==> config.mk <==
export PLATFORM = sky130hd
export DESIGN_NAME = i2c_master_mb
export DESIGN_NICKNAME = d
export VERILOG_FILES = /design/src/rtl/i2c_master_mb.sv
export SDC_FILE = /design/constraint.sdc
export NUM_CORES = 1
export LEC_CHECK = 0
export ABC_AREA = 1
export BUFFER_PORTS_ARGS = -buffer_cell sky130_fd_sc_hd__buf_2
export CAP_MARGIN = 10
export CORE_MARGIN = 1
export CORE_UTILIZATION = 49
export CTS_CLUSTER_SIZE = 10
export DETAILED_ROUTE_END_ITERATION = 16
export PLACE_DENSITY = 0.83
export SKIP_LAST_GASP = 1
export SLEW_MARGIN = 20
export SYNTH_ARGS = -nofsm -noshare
export SYNTH_HDL_FRONTEND = slang
export SYNTH_SLANG_ARGS = --single-unit
==> constraint.sdc <==
create_clock -name clk -period 5.85 [get_ports clk]
set_input_delay 1.4625 -clock clk [delete_from_list [all_inputs] [get_ports clk]]
set_output_delay 1.4625 -clock clk [all_outputs]
set_load 0.05 [all_outputs]
==> src/rtl/i2c_master_mb.sv <==
// i2c_master_mb: I2C master doing register-addressed writes and reads of up to MAX_BYTES data bytes.
// Ports:
//   clk, rst (sync, active-low)       - clock and reset
//   start, slave_addr, rw, reg_addr   - transfer request and its parameters, latched on acceptance
//   byte_count, wdata                 - number of data bytes and write payload (byte k at [8k+7:8k])
//   rdata                             - read payload (byte k at [8k+7:8k])
//   busy, done, nack                  - status: in progress, end pulse, last transfer aborted on NACK
//   scl, sda_out, sda_oe, sda_in      - bus pins; bus level = sda_oe ? sda_out : 1
module i2c_master_mb #(
    parameter int CLK_DIV   = 4,
    parameter int MAX_BYTES = 4
) (
    input  logic                       clk,
    input  logic                       rst,
    input  logic                       start,
    input  logic [6:0]                 slave_addr,
    input  logic                       rw,
    input  logic [7:0]                 reg_addr,
    input  logic [$clog2(MAX_BYTES):0] byte_count,
    input  logic [8*MAX_BYTES-1:0]     wdata,
    output logic [8*MAX_BYTES-1:0]     rdata,
    output logic                       busy,
    output logic                       done,
    output logic                       nack,
    output logic                       scl,
    output logic                       sda_out,
    output logic                       sda_oe,
    input  logic                       sda_in
);
    localparam int BW = $clog2(MAX_BYTES) + 1;
    localparam int CW = CLK_DIV > 1 ? $clog2(CLK_DIV) : 1;
    localparam int DW = 8 * MAX_BYTES;

    typedef enum logic [3:0] {
        IDLE, START, ADDR, ADDR_ACK, REG, REG_ACK, RESTART, ADDR_R, ADDR_R_ACK,
        WDATA, WACK, RDATA, MACK, STOP, DONE
    } state_t;

    state_t        state_q, state_d;
    logic [CW-1:0] qcnt_q, qcnt_d;
    logic [1:0]    qtr_q, qtr_d;
    logic [2:0]    bit_q, bit_d;
    logic [BW-1:0] byte_q, byte_d, cnt_q, cnt_d;
    logic [7:0]    sh_q, sh_d, reg_q, reg_d;
    logic [6:0]    addr_q, addr_d;
    logic          rw_q, rw_d, samp_q, samp_d, nack_q, nack_d;
    logic [DW-1:0] wdata_q, wdata_d, rdata_q, rdata_d;
    logic          qend, sample, bit_end, last, mid, in_byte;

    assign qend    = qcnt_q == CW'(CLK_DIV - 1);
    assign sample  = qend && qtr_q == 2'd1;
    assign bit_end = qend && qtr_q == 2'd3;
    assign last    = byte_q == cnt_q - BW'(1);
    assign mid     = qtr_q == 2'd1 || qtr_q == 2'd2;
    assign in_byte = state_q inside {ADDR, REG, ADDR_R, WDATA, RDATA};

    always_comb begin
        state_d = state_q;
        qcnt_d  = qcnt_q;
        qtr_d   = qtr_q;
        bit_d   = bit_q;
        byte_d  = byte_q;
        cnt_d   = cnt_q;
        sh_d    = sh_q;
        reg_d   = reg_q;
        addr_d  = addr_q;
        rw_d    = rw_q;
        samp_d  = samp_q;
        nack_d  = nack_q;
        wdata_d = wdata_q;
        rdata_d = rdata_q;
        if (state_q != IDLE && state_q != DONE) begin
            qcnt_d = qend ? '0 : qcnt_q + CW'(1);
            qtr_d  = qend ? qtr_q + 2'd1 : qtr_q;
        end
        if (sample) samp_d = sda_in;
        if (sample && state_q == RDATA) sh_d = {sh_q[6:0], sda_in};
        if (state_q == IDLE && start && byte_count != '0 && byte_count <= BW'(MAX_BYTES)) begin
            state_d = START;
            addr_d  = slave_addr;
            rw_d    = rw;
            reg_d   = reg_addr;
            cnt_d   = byte_count;
            wdata_d = wdata;
            nack_d  = 1'b0;
            byte_d  = '0;
        end
        if (state_q == DONE) state_d = IDLE;
        if (bit_end) begin
            // counters wrap to zero at every bit boundary, so each state starts at Q0/bit 0
            bit_d = in_byte ? bit_q + 3'd1 : 3'd0;
            if (state_q != RDATA) sh_d = {sh_q[6:0], 1'b0};
            case (state_q)
                START:      begin state_d = ADDR; sh_d = {addr_q, 1'b0}; end
                RESTART:    begin state_d = ADDR_R; sh_d = {addr_q, 1'b1}; end
                ADDR:       if (bit_q == 3'd7) state_d = ADDR_ACK;
                REG:        if (bit_q == 3'd7) state_d = REG_ACK;
                ADDR_R:     if (bit_q == 3'd7) state_d = ADDR_R_ACK;
                WDATA:      if (bit_q == 3'd7) state_d = WACK;
                RDATA:      if (bit_q == 3'd7) begin
                                state_d = MACK;
                                rdata_d[8*int'(byte_q) +: 8] = sh_q;
                            end
                ADDR_ACK:   begin state_d = REG; sh_d = reg_q; end
                REG_ACK:    begin state_d = rw_q ? RESTART : WDATA; sh_d = wdata_q[7:0]; end
                ADDR_R_ACK: state_d = RDATA;
                WACK:       if (last) state_d = STOP;
                            else begin
                                state_d = WDATA;
                                byte_d  = byte_q + BW'(1);
                                sh_d    = wdata_q[8*int'(byte_q) + 8 +: 8];
                            end
                MACK:       if (last) state_d = STOP;
                            else begin
                                state_d = RDATA;
                                byte_d  = byte_q + BW'(1);
                            end
                STOP:       state_d = DONE;
                default:    ;
            endcase
            // a released SDA in any slave-ACK slot aborts the rest of the transfer
            if (samp_q && state_q inside {ADDR_ACK, REG_ACK, ADDR_R_ACK, WACK}) begin
                state_d = STOP;
                nack_d  = 1'b1;
            end
        end
    end

    always_comb begin
        scl     = 1'b1;
        sda_out = 1'b1;
        sda_oe  = 1'b0;
        case (state_q)
            // SDA high for Q0/Q1, falls at Q2 entry while SCL is high
            START, RESTART:                           begin scl = mid; sda_oe = 1'b1; sda_out = ~qtr_q[1]; end
            ADDR, REG, ADDR_R, WDATA:                 begin scl = mid; sda_oe = 1'b1; sda_out = sh_q[7]; end
            ADDR_ACK, REG_ACK, ADDR_R_ACK, WACK, RDATA: scl = mid;
            MACK:                                     begin scl = mid; sda_oe = 1'b1; sda_out = last; end
            // SDA held low until Q2, then released while SCL stays high
            STOP:                                     begin scl = qtr_q != 2'd0; sda_oe = ~qtr_q[1]; sda_out = qtr_q[1]; end
            default:                                  ;
        endcase
    end

    assign busy  = state_q != IDLE;
    assign done  = state_q == DONE;
    assign nack  = nack_q;
    assign rdata = rdata_q;

    always_ff @(posedge clk) begin
        if (!rst) begin
            state_q <= IDLE;
            qcnt_q  <= '0;
            qtr_q   <= '0;
            bit_q   <= '0;
            byte_q  <= '0;
            cnt_q   <= '0;
            sh_q    <= '0;
            reg_q   <= '0;
            addr_q  <= '0;
            rw_q    <= 1'b0;
            samp_q  <= 1'b0;
            nack_q  <= 1'b0;
            wdata_q <= '0;
            rdata_q <= '0;
        end else begin
            state_q <= state_d;
            qcnt_q  <= qcnt_d;
            qtr_q   <= qtr_d;
            bit_q   <= bit_d;
            byte_q  <= byte_d;
            cnt_q   <= cnt_d;
            sh_q    <= sh_d;
            reg_q   <= reg_d;
            addr_q  <= addr_d;
            rw_q    <= rw_d;
            samp_q  <= samp_d;
            nack_q  <= nack_d;
            wdata_q <= wdata_d;
            rdata_q <= rdata_d;
        end
    end
endmodule

### Word level (Yosys, flattened, before mapping)

Cells that the tools add are included.

* add/sub/neg operators: 7
* $lt $le $gt $ge: 1
* equal/unequal tests: 22
* shifts and indexed selects: 3
* muxes and demuxes: 31
* bitwise gates (word level): 1
* reductions and logical operators: 22

Operator list (number)
* 4-bit case mux with 13 select lines: 1
* 4-bit 2-to-1 mux: 10
* 8-bit case mux with 5 select lines: 1
* 6-bit negation with 33-bit output: 1
* 8-bit by 33-bit variable shift with 32-bit output, first input constant: 1
* 8-bit by 33-bit variable part select with 32-bit output: 1
* 32-bit bitwise mux: 1
* 8-bit 2-to-1 mux: 4
* 32-bit by 8-bit variable part select with 8-bit output: 1
* 4-bit == test, second input constant: 7
* 3-bit 2-to-1 mux: 7
* 4-bit by 3-bit == test with 1-bit output, second input constant: 4
* 12-bit OR reduction: 1
* 4-bit by 2-bit == test with 1-bit output, second input constant: 2
* 1-bit logical AND: 8
* 4-bit inequality test, second input constant: 2
* 4-bit nonzero test: 2
* 6-bit by 4-bit adder with 7-bit output, second input constant: 1
* 7-bit OR reduction: 1
* 3-bit by 1-bit adder with 3-bit output, second input constant: 2
* 2-bit == test, second input constant: 3
* 5-bit nonzero test: 1
* 2-bit by 1-bit adder with 2-bit output, second input constant: 2
* 4-bit by 1-bit == test with 1-bit output, second input constant: 1
* other kinds (18): 22

* flip-flop bits (word level): 107
* bits of input ports: 55
* output and inout bits: 38
* word-level logic and storage cells: 101

### Logic depth before layout (Yosys ltp)

* word-level depth: 10
* gate-level depth with buffers: 14
* depth with buffers taken out: 14

### Least setup slack after synthesis

No wires, ideal clock.

* kind: reg2out
* start point: reg state_q[2]
* end point: out scl
* data arrival time: 1.901 ns
* data required time: 4.388 ns
* path slack: 2.486 ns
* cell stages (with the launch flop): 9
* buffers on the path: 2
* path through: dfxtp_1 > inv_2 > nand2_1 > nor2_4 > buf_6 > buf_4 > nor2_1 > nand3_1 > a22oi_1

* cells in the longest elaborated chain, start to end: 3
* elaborated cells between the ends (all ways): 15
* classes of those cells: eq/ne: 13; mux: 1; reduce/logical: 1

RTL lines
* start: declaration: line 39 `state_t state_q, state_d;`
* start signal: assignment: line 167 `state_q <= state_d;`
* 4-bit by 2-bit == test with 1-bit output, or another cell as far along: line 133 `case (state_q)`
* 12-bit OR reduction (no line)
* 1-bit case mux with 2 select lines *: line 133
* end: declaration: line 25 `output logic scl,`

Mark *: on every way between the ends. The rest lies on a longest branch, timed or not.

### Final worst setup path

* start point: reg byte_q[0]
* end point: out sda_out

* cells in the longest elaborated chain, start to end: 2

RTL lines
* start: declaration: line 43 `logic [BW-1:0] byte_q, byte_d, cnt_q, cnt_d;`
* start signal: assignment: line 171 `byte_q <= byte_d;`
* 3-bit == test: line 53 `assign last = byte_q == cnt_q - BW'(1);`
* 1-bit case mux with 4 select lines: line 133
* end: declaration: line 26 `output logic sda_out,`

Every way passes these cells.

==> flow_summary.toml <==
[status]
result_of_the_run = "finished clean"

[flow_run]
cap_violations = 0

[pwr]
p_int_uw = 1165
fraction_of_power_consumed_by_the_clock_network_pct = 41.2
ir_worst_vdd_mv = 0.1308
switching_share_pct = 26.75
logic_pwr_share_pct = 9.9
p_per_area_nw_per_um2 = 246.8
power.switching_uw = 425.5
finalPower_uw = 1590
power_frac_seq_pct = 48.9
p_leak_uw = 0.002820

[global_routing]
first_pass_grt_wire_length_microns = 23290
grt_max_degree = 88
grt_usage_pct = 24.52
grt_antenna_before_repair = 0
first_global_vias = 4838
grt_overflow = 0

[timing]
final.period_utilization_pct = 72.45
hold_slack_ns = 0.4421
setup_tns_ns = 0
unrepaired_setup_endpoints_after_global_routing = "false"
achievable-frequency_mhz = 236.0
worst_slew_pin_slew_ns = 0.9215
finalSetupViolations = 0
relSlewSlack_pct = 38.50
finalMaxSlewViolations = 0
fin_skew_ns = 0.009637
finalCriticalPeriod_ns = 4.238
final_hold_viol_count = 0

[worst_setup_path]
worstReg2RegEnd = "rdata[6]$_SDFFE_PN0P_"
worstSetupPathType = "reg -> out"
critical_path.reg2reg.startpoint = "byte_q[0]$_SDFF_PN0_"
critPathCaptureType = "output port"
critical_path_fanout_max = 24
cp_cell_sequence = "inv_1 > nand2_1 > nand2_1 > nor2_1 > nand2_1 > o2111ai_1 > buf_2"
start_kind = "flop"
worst_path_most_repeated_cell = "nand2_1"
critical_path_required_ns = 4.39
r2r.worst_path.cells = 8
worst-path-stages = 7
path_delay_family = "buffers and inverters"
worst_setup_path_endpoint = "sda_out"
critPathBufInv = 2
setup.worst_path.start = "byte_q[0]$_SDFF_PN0_"
cp.arrival_ns = 2.78
stage_delay_of_the_slowest_cell_on_the_critical_path_ns = 0.76
ff2ff_setup_slack_ns = 2.46
crit_slowest_cell = "dfxtp_1"

[layout]
drive_above_1_share_pct = 15.41
antenna_cells = 0
area_growth_syn_to_layout_pct = 13.29
num-nets-final = 978
final_design_area_no_fill_sq_um = 6442
fillers = 1071

[synthesis]
synthesized_area_per_cell_sq_um = 6.706
synth_fp_nets = 916
synthesis.yosys.warnings = 0
synth_area_sq_um = 5687
synth.largest_area_cell = "dfxtp_1"
post_synthesis_sequential_area_ratio_pct = 37.67
ys_types = 37
number_of_instances_in_the_synthesized_netlist = 848
synth.ff_latch_count = 107
synthTopCellsByArea = "dfxtp_1 (38%), nand2_1 (11%), nor2_1 (8.8%)"
post-synth-top-area-fraction_pct = 37.67

[placed_design]
port_buffers = 92
place_area_sq_um = 6115
gp_congestion = 0.9594
dp_hpwl_microns = 9964

[clocking]
clkTransAtPathRegs_ns = 0.08
htree_levels = 3
cts_tree = "done"
cts_resized = 0
postCtsSetupBuffers = 0
cts_made_buffers = 9
cts-root-buf = "clkbuf_16"
cts_hold_buf = 0
clk-insertion-delay-late_ns = 0.35
max-clock-path-buffers = 2
clock_sink_count = 107

[routing]
remaining_drc_errors = 0
wl_microns = 14090
drt.antenna.violating_nets = 0
vias = 5610
detailedRoute.firstIterationViolations = 567
detail_route.wl_per_cell_microns = 13.36
detail_route.first_pass.iterations = 5
post_drt_via_cell_ratio = 5.318

[floorplan]
width_of_the_die_microns = 109.7
fp-row-count = 38
total_die_area_sq_um = 12040
num_io_pins = 93
floorplan.core_area_sq_um = 11080
dieHeight_microns = 109.7
starting_density_pct = 51.33

[hold_path]
worstHoldPathType = "reg -> reg"
==> metal layers <==
| metal | vias up | track usage (%) | routed length, microns |
|---|---|---|---|
| met3 | 24 | 3.972 | 991 |
| met1 | 2451 | 35.11 | 6663 |
| li1 | 2896 | - | - |
| met4 | 0 | 6.762 | 223 |
| met5 | - | 0 | 0 |
| met2 | 239 | 37.92 | 6212 |
==> worst min path at each step <==
stage | startpoint | to | depth (start not counted)
floorplan | wdata_q[4]$_SDFFE_PN0P_ | wdata_q[4]$_SDFFE_PN0P_ | 2
global placement | rdata[13]$_SDFFE_PN0P_ | rdata[13]$_SDFFE_PN0P_ | 2
detailed placement | rdata[10]$_SDFFE_PN0P_ | rdata[10]$_SDFFE_PN0P_ | 2
CTS | rdata[10]$_SDFFE_PN0P_ | rdata[10]$_SDFFE_PN0P_ | 2
global route | rdata[10]$_SDFFE_PN0P_ | rdata[10]$_SDFFE_PN0P_ | 2
finish | rdata[10]$_SDFFE_PN0P_ | rdata[10]$_SDFFE_PN0P_ | 2
==> stage by stage <==
step | instances | utilization (%) | worst slack [ns]
6_report | 1055 | 58.15 | 1.612
5_1_grt | 1055 | 58.15 | 1.343
4_1_cts | 1055 | 58.15 | 1.599
3_5_place_dp | 1039 | 55.20 | 1.993
3_3_place_gp | 1039 | 55.20 | 1.997
2_1_floorplan | 848 | - | 2.486
==> cell type report <==
type	instances	area, sq um	area share (%)
Multi-Input combinational cell	610	2990	46.42
Inverter	88	331.6	5.147
Clock buffer	9	225.2	3.496
Timing Repair Buffer	94	475.5	7.380
Sequential cell	107	2142	33.25
Tap cell	140	175.2	2.719
Clock inverter	7	102.6	1.593
==> layout by cell type, fill, tap and decap left out, types with 2 or more instances in the layout <==
master / n
nand2_1: 169
nor2_1: 134
dfxtp_1: 107
o21ai_0: 97
buf_2: 92
inv_1: 81
a21oi_1: 71
nand3_1: 59
ha_1: 13
nor3_1: 10
o31ai_1: 9
clkbuf_16: 9
o211ai_1: 8
a211oi_2: 7
inv_2: 6
nand4_1: 5
nand3_2: 4
nand2_2: 3
nor2_4: 3
a22oi_1: 2
o2111ai_1: 2
o21ai_1: 2
nor2_2: 2
inv_8: 2
clkinv_8: 2
inv_6: 2
buf_4: 2
==> cell families (layout without fill, tap and decap cells) <==
| group | Yosys count | in the layout | synth area share, % |
|---|---|---|---|
| buffers and inverters | 131 | 198 | 9.791 |
| xor gates and xnor gates | 1 | 1 | 0.1540 |
| AOI/OAI and AO/OA | 201 | 201 | 19.78 |
| DFF | 107 | 107 | 37.67 |
| and+or+nand+nor | 395 | 395 | 29.75 |
| adders and majority gates | 13 | 13 | 2.860 |
==> synth_stat cells, drive strengths merged <==
cell type  count
a211oi         8
o211ai         8
a21oi         71
a22oi          2
o31ai          9
dfxtp        107
nand2        172
or2            1
o2111ai        2
o221ai         1
nor4           1
o211a          1
xnor2          1
ha            13
clkbuf        21
clkinv         1
nand4          5
buf           22
nor2         139
inv           87
nor3b          1
nor3          12
nand3         64
o21ai         99
==> state kept, by name, indices dropped and copies added, names as in the netlist <==
| signal | cells |
|---|---|
| addr_q | 7 |
| bit_q | 3 |
| byte_q | 3 |
| cnt_q | 3 |
| nack | 1 |
| qcnt_q | 2 |
| qtr_q | 2 |
| rdata | 32 |
| reg_q | 8 |
| rw_q | 1 |
| samp_q | 1 |
| sh_q | 8 |
| state_q | 4 |
| wdata_q | 32 |
==> power by group through the flow <==
stage / sequential (uW) / combinational, uW / clock, uW
2_1_floorplan: 790 / 113 / 0
6_report: 778 / 157 / 655
4_1_cts: 778 / 158 / 662
5_1_grt: 782 / 180 / 695
3_5_place_dp: 795 / 157 / 0
3_3_place_gp: 794 / 154 / 0
==> worst min-delay path, cell delays in order, from the launching register on <==
cell	delay, ns
dfxtp_1	0.31
inv_1	0.04
a21oi_1	0.05
(Power assumes the default switching activity.)
